[src/rtl/memaccess.sv]
// DLX memory-access stage: latches execute results, runs the data-memory req/ack
// transaction, aligns/extends load data and formats store data/byte enables.
module memaccess #(
  parameter int ACK_TIMEOUT = 16,
  parameter int TO_W        = 5
) (
  input  logic        clock5,
  input  logic        reset5,
  input  logic [31:0] inst_in4,
  input  logic [31:0] alu_in4,
  input  logic [31:0] store_data_in4,
  input  logic        dmem_ack,
  input  logic [31:0] dmem_rdata,
  output logic        dmem_req,
  output logic        dmem_we,
  output logic [31:0] dmem_addr,
  output logic [3:0]  dmem_be,
  output logic [31:0] dmem_wdata,
  output logic [31:0] inst_out5,
  output logic [31:0] alu_out5,
  output logic [31:0] loadmemdata_out,
  output logic        stall_out,
  output logic        misalign_err,
  output logic        bus_err
);

  typedef enum logic {S_IDLE, S_WAIT} state_t;
  typedef enum logic [1:0] {SZ_BYTE, SZ_HALF, SZ_WORD} size_t;

  localparam logic [TO_W-1:0] CNT_MAX = TO_W'(ACK_TIMEOUT - 1);

  state_t          state_q, state_d;
  logic [31:0]     ir4_q, alu4_q, sd4_q;
  logic [TO_W-1:0] cnt_q, cnt_d;
  logic            misalign_q, misalign_d;
  logic            bus_err_q, bus_err_d;

  logic [5:0]  opcode;
  logic [1:0]  off;
  logic        is_load, is_store, sext;
  size_t       size;
  logic        misaligned, mem_op, timeout;
  logic [7:0]  byte_sel;
  logic [15:0] half_sel;

  assign opcode = ir4_q[31:26];
  assign off    = alu4_q[1:0];

  always_comb begin
    is_load  = 1'b0;
    is_store = 1'b0;
    sext     = 1'b0;
    size     = SZ_WORD;
    case (opcode)
      6'b000001: begin is_load  = 1'b1; size = SZ_BYTE; sext = 1'b1; end
      6'b000010: begin is_load  = 1'b1; size = SZ_BYTE; end
      6'b000011: begin is_load  = 1'b1; size = SZ_HALF; sext = 1'b1; end
      6'b000100: begin is_load  = 1'b1; size = SZ_HALF; end
      6'b000101: begin is_load  = 1'b1; size = SZ_WORD; end
      6'b001001: begin is_store = 1'b1; size = SZ_BYTE; end
      6'b001011: begin is_store = 1'b1; size = SZ_HALF; end
      6'b001101: begin is_store = 1'b1; size = SZ_WORD; end
      default:   ;
    endcase
  end

  always_comb begin
    misaligned = 1'b0;
    if (is_load || is_store) begin
      if (size == SZ_HALF)      misaligned = off[0];
      else if (size == SZ_WORD) misaligned = (off != 2'b00);
    end
  end

  assign mem_op = (is_load || is_store) && !misaligned;

  // Stage registers hold while a memory access is outstanding.
  always_ff @(posedge clock5 or negedge reset5) begin
    if (!reset5) begin
      ir4_q  <= '0;
      alu4_q <= '0;
      sd4_q  <= '0;
    end else if (!stall_out) begin
      ir4_q  <= inst_in4;
      alu4_q <= alu_in4;
      sd4_q  <= store_data_in4;
    end
  end

  always_ff @(posedge clock5 or negedge reset5) begin
    if (!reset5) begin
      state_q    <= S_IDLE;
      cnt_q      <= '0;
      misalign_q <= 1'b0;
      bus_err_q  <= 1'b0;
    end else begin
      state_q    <= state_d;
      cnt_q      <= cnt_d;
      misalign_q <= misalign_d;
      bus_err_q  <= bus_err_d;
    end
  end

  // The counter already advances in the IDLE request cycle, so req stays up
  // for exactly ACK_TIMEOUT cycles before being abandoned.
  always_comb begin
    state_d    = state_q;
    dmem_req   = 1'b0;
    timeout    = 1'b0;
    stall_out  = 1'b0;
    cnt_d      = '0;
    misalign_d = misalign_q | misaligned;
    bus_err_d  = bus_err_q;

    case (state_q)
      S_IDLE: dmem_req = mem_op;
      S_WAIT: dmem_req = 1'b1;
      default: dmem_req = 1'b0;
    endcase

    timeout   = dmem_req && !dmem_ack && (cnt_q == CNT_MAX);
    stall_out = mem_op && !dmem_ack && !timeout;

    if (dmem_req && !dmem_ack && !timeout) cnt_d = cnt_q + 1'b1;
    if (timeout) bus_err_d = 1'b1;

    case (state_q)
      S_IDLE: if (stall_out) state_d = S_WAIT;
      S_WAIT: if (dmem_ack || timeout) state_d = S_IDLE;
      default: state_d = S_IDLE;
    endcase
  end

  always_comb begin
    dmem_we    = 1'b0;
    dmem_be    = 4'b0000;
    dmem_wdata = '0;
    if (mem_op) begin
      if (is_load) begin
        dmem_be = 4'b1111;
      end else begin
        dmem_we = 1'b1;
        case (size)
          SZ_BYTE: begin
            dmem_be    = 4'b1000 >> off;
            dmem_wdata = {4{sd4_q[7:0]}};
          end
          SZ_HALF: begin
            dmem_be    = off[1] ? 4'b0011 : 4'b1100;
            dmem_wdata = {2{sd4_q[15:0]}};
          end
          default: begin
            dmem_be    = 4'b1111;
            dmem_wdata = sd4_q;
          end
        endcase
      end
    end
  end

  assign dmem_addr = {alu4_q[31:2], 2'b00};

  // Big-endian lane selection: offset 0 is the most significant byte.
  always_comb begin
    case (off)
      2'd0:    byte_sel = dmem_rdata[31:24];
      2'd1:    byte_sel = dmem_rdata[23:16];
      2'd2:    byte_sel = dmem_rdata[15:8];
      default: byte_sel = dmem_rdata[7:0];
    endcase
    half_sel = off[1] ? dmem_rdata[15:0] : dmem_rdata[31:16];
  end

  always_comb begin
    loadmemdata_out = '0;
    if (mem_op && is_load && dmem_ack) begin
      case (size)
        SZ_BYTE: loadmemdata_out = {{24{sext & byte_sel[7]}}, byte_sel};
        SZ_HALF: loadmemdata_out = {{16{sext & half_sel[15]}}, half_sel};
        default: loadmemdata_out = dmem_rdata;
      endcase
    end
  end

  assign inst_out5    = (!stall_out && !misaligned && !timeout) ? ir4_q : 32'h0;
  assign alu_out5     = alu4_q;
  assign misalign_err = misalign_q;
  assign bus_err      = bus_err_q;

endmodule

[config.mk]
export PLATFORM = sky130hd
export DESIGN_NAME = memaccess
export DESIGN_NICKNAME = d
export VERILOG_FILES = /design/src/rtl/memaccess.sv
export SDC_FILE = /design/constraint.sdc
export NUM_CORES = 1
export LEC_CHECK = 0
export CORE_MARGIN = 5
export CORE_UTILIZATION = 43
export DETAILED_ROUTE_END_ITERATION = 10
export GPL_TIMING_DRIVEN = 0
export PLACE_DENSITY_LB_ADDON = 0.05
export SYNTH_ARGS = -nofsm -noshare
export SYNTH_HDL_FRONTEND = slang
export SYNTH_SLANG_ARGS = --single-unit
[constraint.sdc]
create_clock -name clock5 -period 8.96 [get_ports clock5]
set_clock_uncertainty 0.2 [all_clocks]
set_input_delay 2.688 -clock clock5 [delete_from_list [all_inputs] [get_ports clock5]]
set_output_delay 2.688 -clock clock5 [all_outputs]
set_load 0.005 [all_outputs]
Word-level counts from Yosys, hierarchy flattened
Index checks and enable logic that the tools add are counted.

Register bits: 104. Input port bits: 131. Output and inout port bits: 169. Logic and storage cells: 76.

$add $sub $neg: 1. Equal/unequal tests: 13. Shift operators: 1. Mux-type cells: 26. Bitwise operators: 4. Reduce and logical (&&, ||, !) cells: 24.

Operators by type and width (count): 2-to-1 mux 32 bit (4); case mux 32 bit (2 select lines) (2); case mux 8 bit (3 select lines) (1); equality test 6 x 4 -> 1 bit (second input constant) (3); 2-to-1 mux 16 bit (1); equality test 6 x 2 -> 1 bit (second input constant) (2); equality test 6 x 3 -> 1 bit (second input constant) (2); 2-to-1 mux 4 bit (3); logical AND 1 bit (10); 2-to-1 mux 1 bit (10); OR reduction 3 bit (3); case mux 4 bit (2 select lines) (1); equality test 6 x 1 -> 1 bit (second input constant) (1); adder 5 x 1 -> 5 bit (second input constant) (1); equality test 5 x 4 -> 1 bit (second input constant) (1); 2-to-1 mux 5 bit (1); OR reduction 5 bit (1); equality test 2 x 1 -> 1 bit (second input constant) (2); equality test 2 bit (second input constant) (2); zero test 1 bit (4); zero test 2 bit (2); case mux 1 bit (2 select lines) (2); case mux 2 bit (2 select lines) (1); >> shifter 4 x 2 -> 4 bit (first input constant) (1); other kinds (6) (8).

Depth between registers and ports, before layout
Depth after elaboration: 18. Gate-level depth with buffers: 10. Mapped depth without buffers: 7.

Worst setup path after synthesis
OpenSTA, ideal clock, no wires.

Kind: input to output. From: input port dmem_rdata[7]. To: output port loadmemdata_out[15]. Arrival: 3895 ps. Path slack: 2177 ps. Stages: 6. Buffers on the path: 2. Cells stage by stage: mux4_2 nand4_1 a21o_1 buf_2 buf_2 nor2_1.

Longest elaborated chain between the ends: 4.

Ends and longest elaborated chain: start, declared (line 13) `input logic [31:0] dmem_rdata,`; case mux 8 bit (3 select lines) (line 165) `case (off)`; bitwise AND 1 bit (line 178) `SZ_BYTE: loadmemdata_out = {{24{sext & byte_sel[7]}}, byte_sel};`; case mux 32 bit (2 select lines) (line 177) `case (size)`; 2-to-1 mux 32 bit (line 176) `if (mem_op && is_load && dmem_ack) begin`; end, declared (line 21) `output logic [31:0] loadmemdata_out,`.

No other way between the ends.

Worst setup path after layout
From: input port dmem_rdata[23]. To: output port loadmemdata_out[27].

Same word-level chain as after synthesis.

==> results <==
[final timing paths]
path	start	endpoint	slack, ns	depth (start not counted)
worst max-delay path	dmem_rdata[23]	loadmemdata_out[27]	0.96	8
worst min-delay path	cnt_q[0]$_DFF_PN0_	cnt_q[0]$_DFF_PN0_	0.28	1
worst max register to register	cnt_q[0]$_DFF_PN0_	sd4_q[21]$_DFFE_PN0N_	6.29	9
worst min register to register	cnt_q[0]$_DFF_PN0_	cnt_q[0]$_DFF_PN0_	0.28	1
max in group asynchronous	reset5	ir4_q[2]$_DFFE_PN0N_	5.72	2
min in group asynchronous	reset5	bus_err$_DFFE_PN0P_	2.13	1
[cell families after synthesis]
group	Yosys count
and+or+nand+nor	166
adders and majority gates	2
buffers and inverters	75
AOI/OAI and AO/OA	103
muxes	96
other	1
xor gates and xnor gates	2
DFF	104
[per-stage QoR]
stage	instances	power, uW	worst slack [ns]	util
after floorplan	550	613.6	2.177	-
after global placement	1023	772.2	0.9708	0.6786
after detailed placement	1024	779.1	1.008	0.6805
after CTS	1040	1163	1.001	0.7026
after global routing	1040	1203	0.7991	0.7026
final	1040	1151	0.9565	0.7026
[per-layer routing]
metal | up-vias | global-route usage
met4 | 0 | 0.09968
li1 | 2521 | -
met2 | 312 | 0.4372
met5 | - | 0
met3 | 40 | 0.08679
met1 | 2630 | 0.2905
[cell type report]
| class | count | area (sq um) |
|---|---|---|
| flip-flops and latches | 104 | 2603 |
| fillers | 997 | 3939 |
| clock inverters | 7 | 67.56 |
| well taps | 176 | 220.2 |
| inverters | 5 | 18.77 |
| multi-input cells | 371 | 2729 |
| clock buffers | 9 | 225.2 |
| plain buffers | 70 | 442.9 |
| repair buffers | 298 | 2998 |
[registers in the layout (all words and copies together), names as in the netlist]
signal / flops
state_q: 1
sd4_q: 32
cnt_q: 5
misalign_err: 1
ir4_q: 32
bus_err: 1
alu_out5: 32
[report_power, final]
group / switching, uW / internal (uW) / total [uW]
Clock: 187 / 194 / 381
Combinational: 92.1 / 163 / 255
Sequential: 19.5 / 495 / 515
Total: 299 / 852 / 1150
[cell usage in the layout (no fill, tap or decap), types with 11 or more instances in the layout]
master and count:
a21oi_1 40, and2_1 40, buf_2 15, buf_4 36, clkbuf_1 16, clkdlybuf4s50_1 296
dfrtp_1 104, mux2_2 79, mux2_4 16, nand2_1 59, nand3_1 13, nor2_1 19
nor2b_1 11, nor3_1 11
==> metrics.md <==
| Metric | Value |
|---|---|
| Gr usage total | `0.2539` |
| Clk pin slew, worst setup/hold paths | `0.07 ns` |
| Slew Viols, Final | `0` |
| Synth top area share | `0.4495` |
| 1st-iter DRT viols | `405` |
| Min Tclk post-route | `8.003 ns` |
| Die Area | `15880 sq um` |
| VDD IR-drop max | `0.0001050 V` |
| Clk_lat worst skew | `0.35 ns` |
| CP max stage delay | `0.52 ns` |
| Synth Flop Type | `dfrtp_1` |
| CP top delay family | `buffers and inverters` |
| Routed wire length per instance | `19.61 um` |
| Slew margin rel. | `0.4411` |
| DR DRC count | `0` |
| Area leader, netlist | `dfrtp_1` |
| CTS resizes | `0` |
| Largest cells by area after synthesis | `dfrtp_1 (45%), mux2_2 (15%), buf_4 (4.5%)` |
| First-pass GRT wire length | `31.80 mm` |
| Largest family of logic cells by synthesized area | `multiplexers` |
| H-tree levels | `3` |
| Worst setup SP type | `primary input` |
| Ant diodes | `0` |
| Worst hold path class | `register to register` |
| Mapped Area | `5789 sq um` |
| Post-route cell area | `9304 sq um` |
| Setup TNS | `0 ns` |
| Die Span X | `126.0 um` |
| Synth Area in XOR/XNOR | `0.003026` |
| Unrepaired setup endpoints after global routing | `false` |
| Leakage | `0.003808 uW` |
| Slew @ Worst Pin | `0.8334 ns` |
| Fin nets | `992` |
| Fmax | `124.9 MHz` |
| Crit path required time | `6.07 ns` |
| Hpwl dp | `16.08 mm` |
| Max cap viols | `0` |
| Vias in the first global route | `5760` |
| Core area | `13240 sq um` |
| Max clock buf depth | `2` |
| Met3 Wirelength | `2.099 mm` |
| Synth unique cells | `45` |
| Pwr Density | `123.7 nW/um^2` |
| Highest metal used | `met4` |
| Final WL | `20.39 mm` |
| Tcrit/Tclk final | `0.8932` |
| Grt total ovfl | `0` |
| TritonRoute pass-1 iters | `5` |
| # setup viols final | `0` |
| Yosys Warn Count | `0` |
| Crit Path Class | `primary input to output port` |
| CP bufs+invs | `4` |
| IO Port Bufs | `297` |
| CP cell instances | `clkdlybuf4s50_1, mux4_2, nand4_1, a21o_1, buf_2, buf_2, a21oi_1, clkdlybuf4s50_1` |
| Row Count | `42` |
| #FFs+latches synth | `104` |
| Most numerous cell in the Yosys netlist | `dfrtp_1` |
| Simple-gate area share of the yosys netlist | `0.1448` |
| Final Hold Vio Count | `0` |
| Most frequent cells after synthesis | `dfrtp_1 (104), mux2_2 (79), nand2_1 (59)` |
| Vias per cell | `5.291` |
| Worst Path Max Fanout | `10` |
| Cell count after synthesis | `549` |
| Met2 layer wire length in the routed design | `10.14 mm` |
| FFs w/ async S/R, synth | `1.000` |
| Clock sinks | `104` |
| Post-synth EDFFs | `0` |
| Post-CTS repair timing setup buffer count | `0` |
| Antenna violations before repair | `0` |
| Slowest CP cell | `clkdlybuf4s50_1` |
| Clock Tree Root | `clkbuf_16` |
| WL met1 | `7.575 mm` |
| IO Pins | `300` |
| Hold Buf Count CTS | `0` |
| GP Congestion | `0.8991` |
| Syn avg cell area | `10.55 sq um` |
| CP Capture Type | `output port` |
| Sequential area share after synthesis | `0.4495` |
| Crit path DAT | `5.12 ns` |
| Outcome | `finished clean` |
| Post-route antenna net violation count | `0` |
| P&R area growth vs syn | `60.71%` |
| Post-Synth Adder-Cell Area | `0.004322` |
| DR vias | `5503` |
| Die height | `126.0 um` |
| Mux contribution to synthesized area | `0.1990` |
| Starting Density | `0.4372` |
| Hold slack | `0.2784 ns` |
| Pin count of the biggest net entering global routing | `66` |
| Post-synthesis compound-gate area fraction | `0.1189` |
| Dpl cell area | `9011 sq um` |
| Clock buffer count from CTS | `9` |
| Fraction of layout cells with a size suffix above 1 | `0.2037` |
| CTS tree | `done` |
Note: power is estimated with default switching activity, not from simulation.
==> edit, RTL diff (same flow settings) <==
The parameter `TO_W` goes from 5 to 4.
--- a/src/rtl/memaccess.sv
+++ b/src/rtl/memaccess.sv
@@ -4,3 +4,3 @@
   parameter int ACK_TIMEOUT = 16,
-  parameter int TO_W        = 5
+  parameter int TO_W        = 4
 ) (
Behaviour: no difference found for any inputs over 10 cycles, from zero or initial values and one cycle with reset5 low; that may be too few to reach the edited logic, so the function may still have changed.
==> edit against the original RTL <==
  * Sequential cell count fell by 1
  * Worst setup slack got worse by 0.26 ns
  * Area after synthesis fell by 1.4%
  * Final area fell by 0.59%
  * Sequential power fell by 1%
  * Core utilization rose by 0.14 points
  * Wire length fell by 3.7%
  * Total power rose by 1.3%
  * Clock power rose by 6.8%
  * Critical path depth did not move
  * Register-to-register slack got worse by 0.38 ns
==> edit: results (changes against the original RTL) <==
Synth
  – Most instantiated cells after synthesis: dfrtp_1, mux2_2, nand2_1 (unchanged)
  – Xor and xnor area share after synthesis: 0.00307 (was 0.00303)
  – Synthesized area per cell: 10.3 sq um (was 10.5 sq um)
  – Area contributors post-synth: dfrtp_1, mux2_2, mux2_1, buf_4, and2_1 (was dfrtp_1, mux2_2, buf_4, and2_1, mux2_4)
  – Cell variety after synth: 54 (was 45)
  – Synth Area in Adders: 0.00219 (was 0.00432)
  – Post-synthesis compound-gate area fraction: 0.118 (was 0.119)
  – Sequential area share after synthesis: 0.451 (was 0.450)

GRT
  – Total GRT Usage: 0.242 (was 0.254)
  – Number of global-route vias before repair: 5882 (was 5760)
  – First-pass GRT wire length: 30600 um (was 31800 um)
  – Largest net degree at the start of global routing: 57 (was 66)

Cells and area
  – Comb_multi_in: 369 (was 371)
  – Post-layout util: 0.704 (was 0.703)
  – Clock buf count: 11 (was 9)
  – Fillers: 1014 (was 997)
  – Buffering overhead: 0.371 (was 0.370)
  – Area of the multi-input gates: 2660 sq um (was 2730 sq um)
  – Final net count: 994 (was 992)
  – Sequential cell count: 103 (was 104)
  – Fraction of layout cells with a size suffix above 1: 0.161 (was 0.204)
  – Inverters: 11 (was 5)
  – Register area: 2580 sq um (was 2600 sq um)
  – Post-route cell area: 9250 sq um (was 9300 sq um)

Power
  – P_leak: 3.76 nW (was 3.81 nW)
  – IR Drop Worst-Case VDD: 100 uV (was 105 uV)

Routing
  – Drt wl/cell: 18.8 um (was 19.6 um)
  – Vias per cell: 5.26 (was 5.29)
  – Final wirelength: 19600 um (was 20400 um)

Place
  – DP HPWL: 15400 um (was 16100 um)
  – Worst slack, placed: 0.744 ns (was 1.01 ns)
  – Final Wtd Congestion: 0.988 (was 0.899)
  – Placed Cells incl. Taps: 1027 (was 1024)

Status
  – Outcome: complete, no violations (unchanged)

Worst setup path
  – Worst r2r dst: sd4_q[8] (was sd4_q[21])
  – R2R cell count: 7 (was 9)
  – WP data arrival: 5.38 ns (was 5.12 ns)
  – RR Startpoint: ir4_q[29] (was cnt_q[0])
  – Slowest stage delay, CP: 0.56 ns (was 0.52 ns)
  – Reg-to-reg setup timing slack: 5.91 ns (was 6.29 ns)

STA
  – Min Clock Period, post-route: 8.27 ns (was 8.00 ns)
  – Worst-Margin Slew: 0.958 ns (was 0.833 ns)
  – Final hold slack: 0.271 ns (was 0.278 ns)
[edit: cell count changes in the layout (fill, tap and decap cells not counted), sizes merged, moves of 6 or more]
cell | unedited run | this run
clkbuf | 25 | 35
and3 | 3 | 11
nor2b | 11 | 5
o2bb2ai | 7 | 0
o32ai | 0 | 7
a22oi | 9 | 2
inv | 6 | 12
buf | 56 | 48
[edit: routing by layer]
layer	vias to the layer above	global-route usage	share of wire
met4	0	0.0969	0.029
met3	43	0.0913	0.10
li1	2529	-	-
met2	301	0.413	0.50
met5	-	0	0
met1	2610	0.276	0.37
[edit: power by group]
group | internal (W) | leakage (nW) | total, W | switching [W]
combinational | 0.000159 | 2.40 | 0.000249 | 0.0000905
clock | 0.000234 | 0.146 | 0.000407 | 0.000173
sequential | 0.000491 | 1.21 | 0.000510 | 0.0000195
total | 0.000883 | 3.76 | 0.00117 | 0.000283
